[src/rtl/seg_display_scheduler.sv]
// Four-digit seven-segment scan controller: blank gap, per-digit show window,
// shadow bank copied to the active bank atomically at the end of each frame.
module seg_display_scheduler #(
  parameter int REFRESH_DIV  = 100000,
  parameter int BLANK_CYCLES = 16
) (
  input  logic       clk,
  input  logic       rst,
  input  logic       enable,
  input  logic       wr_en,
  input  logic [1:0] wr_addr,
  input  logic [7:0] wr_data,
  input  logic       commit,
  input  logic [3:0] digit_mask,
  output logic       commit_pend,
  output logic       frame_done,
  output logic [3:0] sel,
  output logic [7:0] digit,
  output logic [1:0] state_dbg
);

  typedef enum logic [1:0] {
    IDLE  = 2'd0,
    BLANK = 2'd1,
    SHOW  = 2'd2
  } state_t;

  localparam int CNT_MAX = (REFRESH_DIV > BLANK_CYCLES) ? REFRESH_DIV : BLANK_CYCLES;
  localparam int CW      = $clog2(CNT_MAX + 1);
  localparam logic [CW-1:0] SHOW_LAST  = CW'(REFRESH_DIV - 1);
  localparam logic [CW-1:0] BLANK_LAST = CW'(BLANK_CYCLES - 1);

  state_t        state;
  logic [1:0]    idx;
  logic [CW-1:0] cnt;
  logic [7:0]    shadow     [4];
  logic [7:0]    active     [4];
  logic [7:0]    shadow_nxt [4];
  logic          boundary;
  logic          copy_now;

  assign state_dbg = state;

  // A write landing on the copy edge must be part of the copied bank.
  always_comb begin
    for (int i = 0; i < 4; i++) shadow_nxt[i] = shadow[i];
    if (wr_en) shadow_nxt[wr_addr] = wr_data;
  end

  assign boundary = (state == SHOW) && (cnt == SHOW_LAST) && (idx == 2'd3);
  assign copy_now = (boundary && (commit_pend || commit)) || ((state == IDLE) && commit_pend);

  always_ff @(posedge clk or posedge rst) begin
    if (rst) begin
      for (int i = 0; i < 4; i++) begin
        shadow[i] <= 8'hFF;
        active[i] <= 8'hFF;
      end
      commit_pend <= 1'b0;
    end else begin
      for (int i = 0; i < 4; i++) begin
        shadow[i] <= shadow_nxt[i];
        if (copy_now) active[i] <= shadow_nxt[i];
      end
      commit_pend <= copy_now ? 1'b0 : (commit_pend | commit);
    end
  end

  // Outputs are computed from the state held this cycle, so they trail it by one clock.
  always_ff @(posedge clk or posedge rst) begin
    if (rst) begin
      state      <= IDLE;
      idx        <= 2'd0;
      cnt        <= '0;
      sel        <= 4'hF;
      digit      <= 8'hFF;
      frame_done <= 1'b0;
    end else begin
      frame_done <= boundary;
      if (state == SHOW) begin
        sel   <= ~(4'(digit_mask[idx]) << idx);
        digit <= digit_mask[idx] ? active[idx] : 8'hFF;
      end else begin
        sel   <= 4'hF;
        digit <= 8'hFF;
      end

      if (!enable) begin
        state <= IDLE;
        idx   <= 2'd0;
        cnt   <= '0;
      end else begin
        case (state)
          IDLE: begin
            state <= BLANK;
            idx   <= 2'd0;
            cnt   <= '0;
          end
          BLANK: begin
            if (cnt == BLANK_LAST) begin
              state <= SHOW;
              cnt   <= '0;
            end else begin
              cnt <= cnt + CW'(1);
            end
          end
          SHOW: begin
            if (cnt == SHOW_LAST) begin
              state <= BLANK;
              idx   <= idx + 2'd1;
              cnt   <= '0;
            end else begin
              cnt <= cnt + CW'(1);
            end
          end
          default: begin
            state <= IDLE;
            idx   <= 2'd0;
            cnt   <= '0;
          end
        endcase
      end
    end
  end

endmodule

[config.mk]
export PLATFORM = sky130hd
export DESIGN_NAME = seg_display_scheduler
export DESIGN_NICKNAME = d
export VERILOG_FILES = /design/src/rtl/seg_display_scheduler.sv
export SDC_FILE = /design/constraint.sdc
export NUM_CORES = 1
export LEC_CHECK = 0
export CORE_MARGIN = 2
export CORE_UTILIZATION = 30
export CTS_BUF_LIST = sky130_fd_sc_hd__clkbuf_16
export CTS_CLUSTER_DIAMETER = 50
export DETAILED_ROUTE_END_ITERATION = 10
export HOLD_SLACK_MARGIN = 0.03
export PLACE_DENSITY_LB_ADDON = 0.2
export SYNTH_ARGS = -nofsm -noshare
export SYNTH_HDL_FRONTEND = slang
export SYNTH_SLANG_ARGS = --single-unit
[constraint.sdc]
create_clock -name clk -period 7 [get_ports clk]
set_clock_uncertainty 0.15 [all_clocks]
set_input_delay 1.4 -clock clk [delete_from_list [all_inputs] [get_ports clk]]
set_output_delay 1.4 -clock clk [all_outputs]
set_load 0.02 [all_outputs]
; Word level (Yosys, flattened, before mapping)
; Cells that the tools add are included.
[classes]
bitwise_logic = 4
n_lt_le_gt_ge = 4
reduce_logical = 10
n_eq_ne = 8
n_mux = 24
n_addsub = 2
shift = 1
[op_table]
columns = cell, n
row1 = $mux W17, 3
row2 = $mux W8, 5
row3 = $pmux W17 S2, 1
row4 = $bwmux W32, 1
row5 = $mux W32, 1
row6 = $add A17 B1 Y17 const B, 1
row7 = $eq A17 B17 Y1 const B, 1
row8 = $eq A17 B4 Y1 const B, 1
row9 = $bmux W8 S2, 1
row10 = $demux W8 S2, 1
row11 = $mux W2, 5
row12 = $ge A3 B3 Y1 const B, 2
row13 = $ne A3 B3 Y1 const B, 2
row14 = $not A2 Y3, 2
row15 = $pmux W2 S3, 1
row16 = $logic_and A1 B1 Y1, 5
row17 = $eq A2 B2 Y1 const B, 2
row18 = $mux W4, 1
row19 = $not A4 Y4, 1
row20 = $pmux W2 S2, 1
row21 = $reduce_and A2 Y1, 2
row22 = $shl A1 B2 Y4, 1
row23 = $lt A2 B3 Y1 const B, 1
row24 = $lt A3 B1 Y1 const B, 1
row25 = 8 further kinds, 10
[totals]
register_bits = 99
out_inout_bits = 16
in_bits = 19
word_cells = 68

; Longest topological paths before layout
[depth]
word_depth = 7
ltp_mapped = 8
ltp_nobuf = 6

; Worst setup path after synthesis
; Ideal clock, no wire load.
[synth_path]
kind = input to register
startpoint = input wr_addr[1]
endpoint = register active[27] (netlist name)
path_buffers = 0
t_required_ns = 6.765
path_stages = 3
setup_slack_ns = 4.274
setup_time_ns = 0.085
arrival_time_ns = 2.492
path_cell_list = nor3b_2 -> mux2_2 -> mux2_1
[synth_rtl]
columns = item, line_no
row1 = "start, declared", 11  ; input logic [1:0] wr_addr,
row2 = "end signal, assigned by index", 63  ; if (copy_now) active[i] <= shadow_nxt[i];
row3 = "end, declared", 37  ; logic [7:0] active [4];

==> results.txt <==
Clock-pin slew on the worst setup and hold paths = 60 ps
Drt first pass iters = 4
Crit-path slowest cell = nor3b_2
GP Congestion = 0.7657
Syn Nets = 320
Initial antenna violation count = 0
Setup bufs post-CTS = 0
Most common cell in the netlist = dfstp_2
Die ar. = 15240 sq um
Leading area contributor after synthesis = dfstp_2
Worst-case reg-to-reg path depth = 6
#FFs+latches synth = 99
Flop pwr share = 49.7%
Int Pwr = 1.318 mW
Setup violators final = 0
Clock buffer depth = 2
Flop-to-flop setup slack = 4260 ps
R2r startpoint = idx[0]
Die H = 123.5 um
Hold Crit Depth = 1
Hold Path Sink = cnt[0]
Post-synth ARST share = 100.0%
Initial core utilization = 30.72%
CP max FO = 8
Inserted Diodes = 0
Post-Place Cells = 501
Fmax = 0.3178 GHz
DR WL/cell = 15.09 um
Post-synth cell types = 38
Routed Antenna Nets = 0
H-tree depth = 3
Final HPWL DP = 5040 um
Synth Cell Area = 4280 sq um
Final Hold Fails = 0
CTS Hold Bufs = 0
Lkg Pwr = 1.942 nW
Congestion Overflow GR = 0
Die W = 123.5 um
Share of cells above drive strength 1 = 52.52%
Worst Setup Path Type = primary input to flop
Post-route clock period utilization = 44.95%
Area contributors post-synth = dfstp_2 47%, mux2_2 16%, dfrtp_1 13%, mux4_2 4.7%, nor2_1 1.8%
Syn Area/Cell = 14.51 sq um
Cell row count = 43
Final Max Slew Viols = 0
Cells after Synth = 295
Post-route setup TNS = 0 ps
Min cycle time layout = 3147 ps
Clk sinks = 99
I/O Pins = 35
HP Class = flop to flop
Input/output buffers = 34
CTS Root Buffer Type = clkbuf_16
Clock power frac = 25.1%
Worst slew pin tran = 815.8 ps
Crit path capture type = flop
Worst endpoint data arrival time = 3260 ps
Final Non-Filler Cells = 517
CP Cell Sequence = clkdlybuf4s50_1 -> nor3b_2 -> mux2_2 -> mux2_1
Number of global-route vias before repair = 2555
Post-synth top area share = 46.65%
RSZ-0062 raised after global routing = false
Outcome = complete, no violations
Worst-skew pair later-pin latency = 340 ps
Post-synth EDFFs = 0
Required @ worst endpoint = 7110 ps
Fin nets = 357
Area growth from synthesis to layout = 18.33%
Worst reg2reg endpoint = active[11]
DR vias/cell = 4.611
WL final = 7802 um
Commonest cells in the netlist = 76 x dfstp_2, 62 x mux2_2, 23 x dfrtp_1
Sw Pwr = 473.7 uW
Hold Startpoint = cnt[0]
Max-slew headroom = 45.61%
Core outline area = 13930 sq um
Top_reg_cell synth = dfstp_2
Cts repair resizes = 0
Drt drc = 0
DRT iter0 DRCs = 102
PwrDens = 353.8 nW/um^2
Crit-path max cell delay = 640 ps
GRT Total Usage = 11.54%
CTS tree = built
First-pass GRT wire length = 13080 um
Max_cap viols = 0
Sw Share = 26.43%
Critical path startpoint category = primary input
Clock buffer count from CTS = 9
YS warnings = 0
Via count = 2384
Register area share after synthesis = 60.10%
Gate power share = 25.2%
Largest net degree at the start of global routing = 53
Maximum VDD drop = 0.0001415 V
## how the worst max path moves through the flow
stage                             to  startpoint  depth (start not counted)
after floorplan               cnt[0]         rst                          1
after global placement    active[27]       wr_en                          4
after detailed placement  active[27]       wr_en                          4
after CTS                 active[27]       wr_en                          4
after global routing      active[28]       wr_en                          4
final                     active[27]       wr_en                          4
## placed cells by master (no fill, tap or decap)
cell type / n
a211oi_1: 1
a21o_1: 1
a21oi_1: 1
a21oi_4: 1
and2_1: 1
and3_1: 5
and4_1: 1
buf_4: 2
clkbuf_16: 9
clkdlybuf4s50_1: 34
clkinv_1: 1
clkinv_2: 4
dfrtp_1: 23
dfstp_2: 76
ha_1: 6
inv_1: 4
inv_4: 1
inv_6: 2
mux2_1: 2
mux2_2: 62
mux2i_1: 3
mux4_2: 9
nand2_1: 13
nand3_1: 9
nand3b_1: 4
nand4_1: 4
nand4b_1: 1
nor2_1: 21
nor2b_1: 1
nor3_1: 3
nor3b_2: 1
nor4_1: 2
o211a_1: 1
o21ai_0: 1
o41ai_1: 1
or2_2: 9
or3_4: 1
or4_1: 1
xnor2_1: 8
xor2_1: 7
## final cells by class
class / instances / area, sq um
fillers: 1306 / 8870
flip-flops and latches: 99 / 2572
multi-input cells: 181 / 1624
repair buffers: 36 / 355.3
clock buffers: 9 / 225.2
well taps: 180 / 225.2
clock inverters: 7 / 41.29
inverters: 5 / 21.27
## through the flow
| stage | worst slack [ps] | power (mW) | cell area, sq um | util [%] | hold slack (ps) |
|---|---|---|---|---|---|
| 6_report | 3853 | 1.792 | 5065 | 36.35 | 308.1 |
| 2_1_floorplan | 2985 | 1.253 | 4280 | - | 281.1 |
| 4_1_cts | 3838 | 1.821 | 5065 | 36.35 | 312.2 |
| 3_5_place_dp | 3473 | 1.361 | 4798 | 34.43 | 303.3 |
| 5_1_grt | 3746 | 1.904 | 5065 | 36.35 | 336.2 |
| 3_3_place_gp | 3499 | 1.347 | 4798 | 34.43 | 297.4 |
## state kept, by name, indices dropped and copies added, names as in the netlist
| name | cells |
|---|---|
| active | 32 |
| cnt | 17 |
| commit_pend | 1 |
| digit | 8 |
| frame_done | 1 |
| idx | 2 |
| sel | 4 |
| shadow | 32 |
| state_dbg | 2 |
## routing by layer
layer  global-route usage (%)  vias up  part of all wire [%]
li1                         -     1116                     -
met5                        0        -                     0
met3                    1.983       12                   2.6
met1                    15.01     1224                    47
met4                    5.966        0                   2.3
met2                    18.48       32                    48
## cells by family (layout without fill, tap and decap cells)
kind of cell | after synthesis | after routing | synth area share, %
AO/OA/AOI/OAI | 7 | 7 | 1.403
XOR/XNOR | 15 | 15 | 3.069
multiplexers | 76 | 76 | 22.27
buffers and inverters | 15 | 57 | 1.958
AND/OR/NAND/NOR | 77 | 77 | 9.442
flip-flops | 99 | 99 | 60.10
adder cells (fa/ha/maj) | 6 | 6 | 1.754
## power by group through the flow
| stage | Sequential (mW) | Clock (mW) | Combinational, mW |
|---|---|---|---|
| after floorplan | 0.885 | 0 | 0.368 |
| after global routing | 0.914 | 0.495 | 0.495 |
| after detailed placement | 0.903 | 0 | 0.458 |
| after CTS | 0.894 | 0.467 | 0.460 |
| final | 0.890 | 0.451 | 0.451 |
| after global placement | 0.897 | 0 | 0.450 |
## critical path, delay by kind of cell
kind | cells | cell delay (ps)
buf+inv | 1 | 510
simple gates | 1 | 640
mux | 2 | 710
(Power assumes the default switching activity.)
